**src/rtl/dsp_uart_tx.sv**
```systemverilog
// dsp_uart_tx: queues 16-bit OUT words and sends each as 4 hex chars + LF on 8N1 tx.
// Ports: clk, rst (async active-low), in/dsp_in_en (write), tx, full, busy, overflow.
module dsp_uart_tx #(
  parameter int CLKS_PER_BIT = 16,
  parameter int FIFO_DEPTH   = 8
) (
  input  logic        clk,
  input  logic        rst,
  input  logic [15:0] in,
  input  logic        dsp_in_en,
  output logic        tx,
  output logic        full,
  output logic        busy,
  output logic        overflow
);

  localparam int PW = $clog2(FIFO_DEPTH);
  localparam int CW = PW + 1;
  localparam int TW = $clog2(CLKS_PER_BIT);

  typedef enum logic [1:0] {
    S_IDLE,
    S_START,
    S_DATA,
    S_STOP
  } state_t;

  state_t          state_q, state_d;
  logic [TW-1:0]   tmr_q, tmr_d;
  logic [2:0]      bit_q, bit_d;
  logic [2:0]      idx_q, idx_d;
  logic [15:0]     word_q, word_d;
  logic [PW-1:0]   wr_ptr_q, wr_ptr_d;
  logic [PW-1:0]   rd_ptr_q, rd_ptr_d;
  logic [CW-1:0]   cnt_q, cnt_d;
  logic            tx_q, tx_d;
  logic            full_q, full_d;
  logic            busy_q, busy_d;
  logic            ovf_q, ovf_d;
  logic [15:0]     mem_q [FIFO_DEPTH];

  logic            tick;
  logic            pop;
  logic            wr_ok;
  logic [3:0]      nib;
  logic [7:0]      char_d;

  function automatic logic [7:0] hex_char(input logic [3:0] n);
    if (n < 4'd10) return {4'h3, n};
    else           return 8'h37 + {4'h0, n};
  endfunction

  always_comb begin
    state_d  = state_q;
    tmr_d    = tmr_q;
    bit_d    = bit_q;
    idx_d    = idx_q;
    word_d   = word_q;
    rd_ptr_d = rd_ptr_q;
    wr_ptr_d = wr_ptr_q;
    cnt_d    = cnt_q;
    ovf_d    = ovf_q;
    pop      = 1'b0;
    tick     = (tmr_q == TW'(CLKS_PER_BIT - 1));

    if (state_q == S_IDLE) tmr_d = '0;
    else if (tick)         tmr_d = '0;
    else                   tmr_d = tmr_q + 1'b1;

    unique case (state_q)
      S_IDLE: begin
        if (cnt_q != '0) begin
          pop     = 1'b1;
          idx_d   = '0;
          state_d = S_START;
        end
      end
      S_START: begin
        if (tick) begin
          state_d = S_DATA;
          bit_d   = '0;
        end
      end
      S_DATA: begin
        if (tick) begin
          if (bit_q == 3'd7) state_d = S_STOP;
          else               bit_d   = bit_q + 1'b1;
        end
      end
      S_STOP: begin
        if (tick) begin
          if (idx_q < 3'd4) begin
            idx_d   = idx_q + 1'b1;
            state_d = S_START;
          end else if (cnt_q != '0) begin
            // chain straight into the next word, no idle gap
            pop     = 1'b1;
            idx_d   = '0;
            state_d = S_START;
          end else begin
            state_d = S_IDLE;
          end
        end
      end
      default: state_d = S_IDLE;
    endcase

    if (pop) begin
      word_d   = mem_q[rd_ptr_q];
      rd_ptr_d = rd_ptr_q + 1'b1;
    end

    // a full FIFO still takes a write when a pop frees a slot on the same edge
    wr_ok = dsp_in_en && ((cnt_q != CW'(FIFO_DEPTH)) || pop);
    if (wr_ok)                 wr_ptr_d = wr_ptr_q + 1'b1;
    if (dsp_in_en && !wr_ok)   ovf_d    = 1'b1;

    unique case ({wr_ok, pop})
      2'b10:   cnt_d = cnt_q + 1'b1;
      2'b01:   cnt_d = cnt_q - 1'b1;
      default: cnt_d = cnt_q;
    endcase

    unique case (idx_d)
      3'd0:    nib = word_d[15:12];
      3'd1:    nib = word_d[11:8];
      3'd2:    nib = word_d[7:4];
      default: nib = word_d[3:0];
    endcase
    char_d = (idx_d == 3'd4) ? 8'h0A : hex_char(nib);

    unique case (state_d)
      S_START: tx_d = 1'b0;
      S_DATA:  tx_d = char_d[bit_d];
      default: tx_d = 1'b1;
    endcase

    busy_d = (state_d != S_IDLE) || (cnt_d != '0);
    full_d = (cnt_d == CW'(FIFO_DEPTH));
  end

  always_ff @(posedge clk or negedge rst) begin
    if (!rst) begin
      state_q  <= S_IDLE;
      tmr_q    <= '0;
      bit_q    <= '0;
      idx_q    <= '0;
      word_q   <= '0;
      wr_ptr_q <= '0;
      rd_ptr_q <= '0;
      cnt_q    <= '0;
      tx_q     <= 1'b1;
      full_q   <= 1'b0;
      busy_q   <= 1'b0;
      ovf_q    <= 1'b0;
    end else begin
      state_q  <= state_d;
      tmr_q    <= tmr_d;
      bit_q    <= bit_d;
      idx_q    <= idx_d;
      word_q   <= word_d;
      wr_ptr_q <= wr_ptr_d;
      rd_ptr_q <= rd_ptr_d;
      cnt_q    <= cnt_d;
      tx_q     <= tx_d;
      full_q   <= full_d;
      busy_q   <= busy_d;
      ovf_q    <= ovf_d;
    end
  end

  always_ff @(posedge clk) begin
    if (wr_ok) mem_q[wr_ptr_q] <= in;
  end

  assign tx       = tx_q;
  assign full     = full_q;
  assign busy     = busy_q;
  assign overflow = ovf_q;

endmodule

```
**config.mk**
```make
export PLATFORM = sky130hd
export DESIGN_NAME = dsp_uart_tx
export DESIGN_NICKNAME = d
export VERILOG_FILES = /design/src/rtl/dsp_uart_tx.sv
export SDC_FILE = /design/constraint.sdc
export NUM_CORES = 1
export LEC_CHECK = 0
export BUFFER_PORTS_ARGS = -buffer_cell sky130_fd_sc_hd__buf_2
export CAP_MARGIN = 5
export CELL_PAD_IN_SITES_DETAIL_PLACEMENT = 0
export CELL_PAD_IN_SITES_GLOBAL_PLACEMENT = 1
export CORE_MARGIN = 2
export CORE_UTILIZATION = 50
export CTS_CLUSTER_DIAMETER = 80
export CTS_CLUSTER_SIZE = 10
export DETAILED_ROUTE_END_ITERATION = 12
export PLACE_DENSITY_LB_ADDON = 0.1
export SYNTH_ARGS = -nofsm -noshare
export SYNTH_HDL_FRONTEND = slang
export SYNTH_SLANG_ARGS = --single-unit
export TNS_END_PERCENT = 50
```
**constraint.sdc**
```tcl
create_clock -name clk -period 9.05 [get_ports clk]
set_input_delay 0 -clock clk [delete_from_list [all_inputs] [get_ports clk]]
set_output_delay 0 -clock clk [all_outputs]
set_load 0.05 [all_outputs]
```
==> results.tsv <==
stage	metric	value	unit
outcome	status	finished, final reports clean	
pwr	peak supply drop	0.174	mV
global_routing	number of global-route vias before repair	4095	
synthesis	post-synthesis average cell area	16.5	µm²
setup_path	Critical Path Slowest Stage Cell	o21ai_1	
global_routing	initial antenna violation count	0	
die	CORE AREA	14500	µm²
sta	max-slew violation count	0	
drt	via-per-instance ratio	5.73	
sta	Worst Skew	7.60	ps
finish	diode count	0	
placed_design	Area after DPL	7710	µm²
setup_path	critical-path cell list	ha_1 -> and3_1 -> a31o_2 -> nand2_2 -> inv_2 -> o21ai_1 -> ha_1 -> inv_1 -> fa_1 -> xor2_1 -> o21ai_0 -> or3_1 -> or4_1	
pwr	Seq pwr share	0.522	
clock_tree	clk slew on worst S/H paths	70	ps
finish	layout cells sized above 1	0.251	
clock_tree	CTS root buf	clkbuf_16	
sta	final number of setup-violating endpoints	0	
die	chip height	125	µm
finish	fill cell count	1105	
sta	worst-margin pin slew	948	ps
synthesis	most frequent cell after synthesis	edfxtp_1	
placed_design	placed insts	647	
die	num rows	44	
setup_path	CP required	9340	ps
synthesis	Async SR Flop Fraction	0.247	
finish	Post-Layout Cell Count	697	
die	die width	125	µm
pwr	P_int	1420	µW
setup_path	CP Max Fanout	15	
pwr	Tot Pwr	1900	µW
synthesis	top-area cell type share of the netlist area	0.522	
setup_path	endpoint class of the critical path	flop	
drt	drt total wl	13800	µm
synthesis	Post-Syn Area	7370	µm²
sta	final number of hold-violating endpoints	0	
synthesis	Syn. warnings	0	
die	DIE AREA	15700	µm²
drt	DRT iter0 DRCs	224	
finish	final instance area	8450	µm²
synthesis	synthesized instance count	446	
sta	RSZ-0062 raised after global routing	no	
sta	Final min period	4450	ps
clock_tree	Clock Sink Count	170	
synthesis	xor and xnor area share after synthesis	0.0107	
die	I/O pin total	23	
pwr	Net Switching	486	µW
synthesis	syn_nets	479	
synthesis	Most used DFF post-synth	edfxtp_1	
setup_path	Worst EP arrival	4750	ps
pwr	Logic pwr share	0.117	
synthesis	most instantiated cells after synthesis	128 x edfxtp_1, 41 x dfrtp_1, 32 x mux4_2, 23 x inv_1, 20 x nand2_1	
sta	FMAX	0.225	GHz
pwr	power per cell area	225	nW/µm²
pwr	Pleak	0.00307	µW
clock_tree	H-tree depth	4	
clock_tree	CTS tree	done	
global_routing	pin count of the biggest net entering global routing	43	
pwr	clock group share of total power	0.362	
drt	drc violations	0	
synthesis	Yosys reg bits	170	
setup_path	Setup crit start kind	flop	
setup_path	worst setup path class	reg2reg	
synthesis	Synth Area in Compound Gates	0.0810	
synthesis	synth unique cells	72	
drt	post-route ant nets	0	
finish	final layout net count	533	
sta	Slew headroom	0.368	
synthesis	synth top area cells	edfxtp_1 52%, dfrtp_1 14%, mux4_2 9.8%, mux2i_1 2.4%, ha_1 2.2%	
clock_tree	Num CTS Buffers	17	
clock_tree	CTS Buffer Depth	2	
global_routing	grt total ovfl	0	
drt	via count	3994	
synthesis	Post-synth EDFFs	128	
finish	Layout area overhead	14.7	%
synthesis	largest family of logic cells by synthesized area	multiplexers	
sta	Setup TNS	0	ps
drt	DR WL/cell	19.8	µm
setup_path	Worst path max stage delay	630	ps
synthesis	post-synthesis simple-gate area fraction	0.0550	
pwr	Sw Ratio	0.255	
synthesis	post-synthesis adder-cell area fraction	0.0248	
clock_tree	Clock Latency Late Sink	420	ps
placed_design	Port Buffer Count	22	
synthesis	fraction of synthesized area in multiplexers	0.135	
job	max_cap viols	0	
synthesis	sequential share of the synthesized area	0.665	
placed_design	dpl hpwl	8620	µm
global_routing	first-pass GRT wire length	22300	µm
sta	Final Cycle Share	0.492	
global_routing	GRT Total Usage	0.190	
die	Starting Density	0.509	
synthesis	Yosys top cell by area	edfxtp_1	
hold_path	HP Class	in2async	
placed_design	gpl congestion	0.810	
drt	1st-pass router iterations	4	
setup_path	CP most frequent cell	ha_1	
-- state kept, by name, indices dropped and copies added, names as in the netlist --
| name | flops |
|---|---|
| bit_q | 3 |
| busy | 1 |
| cnt_q | 4 |
| full | 1 |
| idx_q | 3 |
| mem_q | 128 |
| overflow | 1 |
| rd_ptr_q | 3 |
| state_q | 2 |
| tmr_q | 4 |
| tx | 1 |
| word_q | 16 |
| wr_ptr_q | 3 |
-- stage by stage --
step / setup WS (ps) / util / hold WS [ps]
global route: 4370 / 0.584 / 347
floorplan: 5260 / - / -296
CTS: 4600 / 0.584 / 294
global placement: 4800 / 0.532 / 196
detailed placement: 4620 / 0.532 / 211
finish: 4600 / 0.584 / 252
-- cells by family after synthesis --
logic type	Yosys count
AO/OA/AOI/OAI	76
XOR/XNOR	9
adder cells (fa/ha/maj)	14
buffers and inverters	42
flip-flops	170
multiplexers	57
AND/OR/NAND/NOR	78
-- power by group through the flow --
stage / Clock, µW / Sequential (µW) / Combinational [µW]
after floorplan: 0 / 1010 / 125
after global placement: 0 / 1000 / 216
after detailed placement: 0 / 1010 / 222
after CTS: 706 / 993 / 228
after global routing: 736 / 1000 / 245
final: 688 / 992 / 222
-- path summary, 6_finish.rpt --
kind	start	endpoint	slack, ps	cells after the start
min in group clk	in[5]	mem_q[3][5]	370	2
min reg2reg	word_q[6]	word_q[6]	480	1
max	tmr_q[0]	busy	4600	13
max reg2reg	tmr_q[0]	busy	4600	13
min	rst	wr_ptr_q[1]	250	2
max in group asynchronous	rst	rd_ptr_q[0]	8140	2
-- what timing repair did --
item                                   CTS  global route
endpoints found under the hold margin  170             0
resized for setup                        0             0
hold buffers                            18             0
setup buffers                            0             0
-- cell usage in the layout, fill, tap and decap left out, drive strengths merged, types with 3 or more instances in the layout --
| cell type | n |
|---|---|
| o21ai | 15 |
| a31oi | 3 |
| nand3 | 10 |
| a211oi | 6 |
| clkbuf | 18 |
| dfrtp | 41 |
| nor2b | 3 |
| and3 | 3 |
| inv | 31 |
| a21oi | 16 |
| xnor2 | 7 |
| mux2i | 19 |
| clkinv | 7 |
| edfxtp | 128 |
| nor3 | 14 |
| o22a | 3 |
| mux4 | 32 |
| nand2 | 21 |
| dlygate4sd3 | 18 |
| nor2 | 14 |
| buf | 33 |
| nor4 | 3 |
| mux2 | 6 |
| ha | 13 |
| a21o | 6 |
| nand2b | 3 |
| o21a | 3 |
-- layer usage --
| metal | vias to the layer above | track usage | share of wire |
|---|---|---|---|
| met5 | - | 0 | 0 |
| met4 | 0 | 0.0614 | 0.010 |
| met3 | 12 | 0.0424 | 0.030 |
| met2 | 61 | 0.310 | 0.50 |
| met1 | 2063 | 0.256 | 0.46 |
| li1 | 1858 | - | - |
-- worst max-delay path, delay by kind of cell (launching register included) --
kind | cells | cell delay [ps]
flip-flops | 1 | 410
XOR/XNOR | 1 | 150
AND/OR/NAND/NOR | 4 | 1380
AO/OA/AOI/OAI | 3 | 1100
adder cells (fa/ha/maj) | 3 | 980
buffers and inverters | 2 | 320
-- cell type report --
class / count / area, µm² / share of cell area
flip-flops and latches: 170 / 4900 / 0.579
multi-input cells: 234 / 2280 / 0.270
clock buffers: 18 / 429 / 0.0508
repair buffers: 51 / 373 / 0.0441
well taps: 184 / 230 / 0.0272
clock inverters: 14 / 136 / 0.0161
inverters: 26 / 105 / 0.0124
Power figures use the tool's default switching activity.
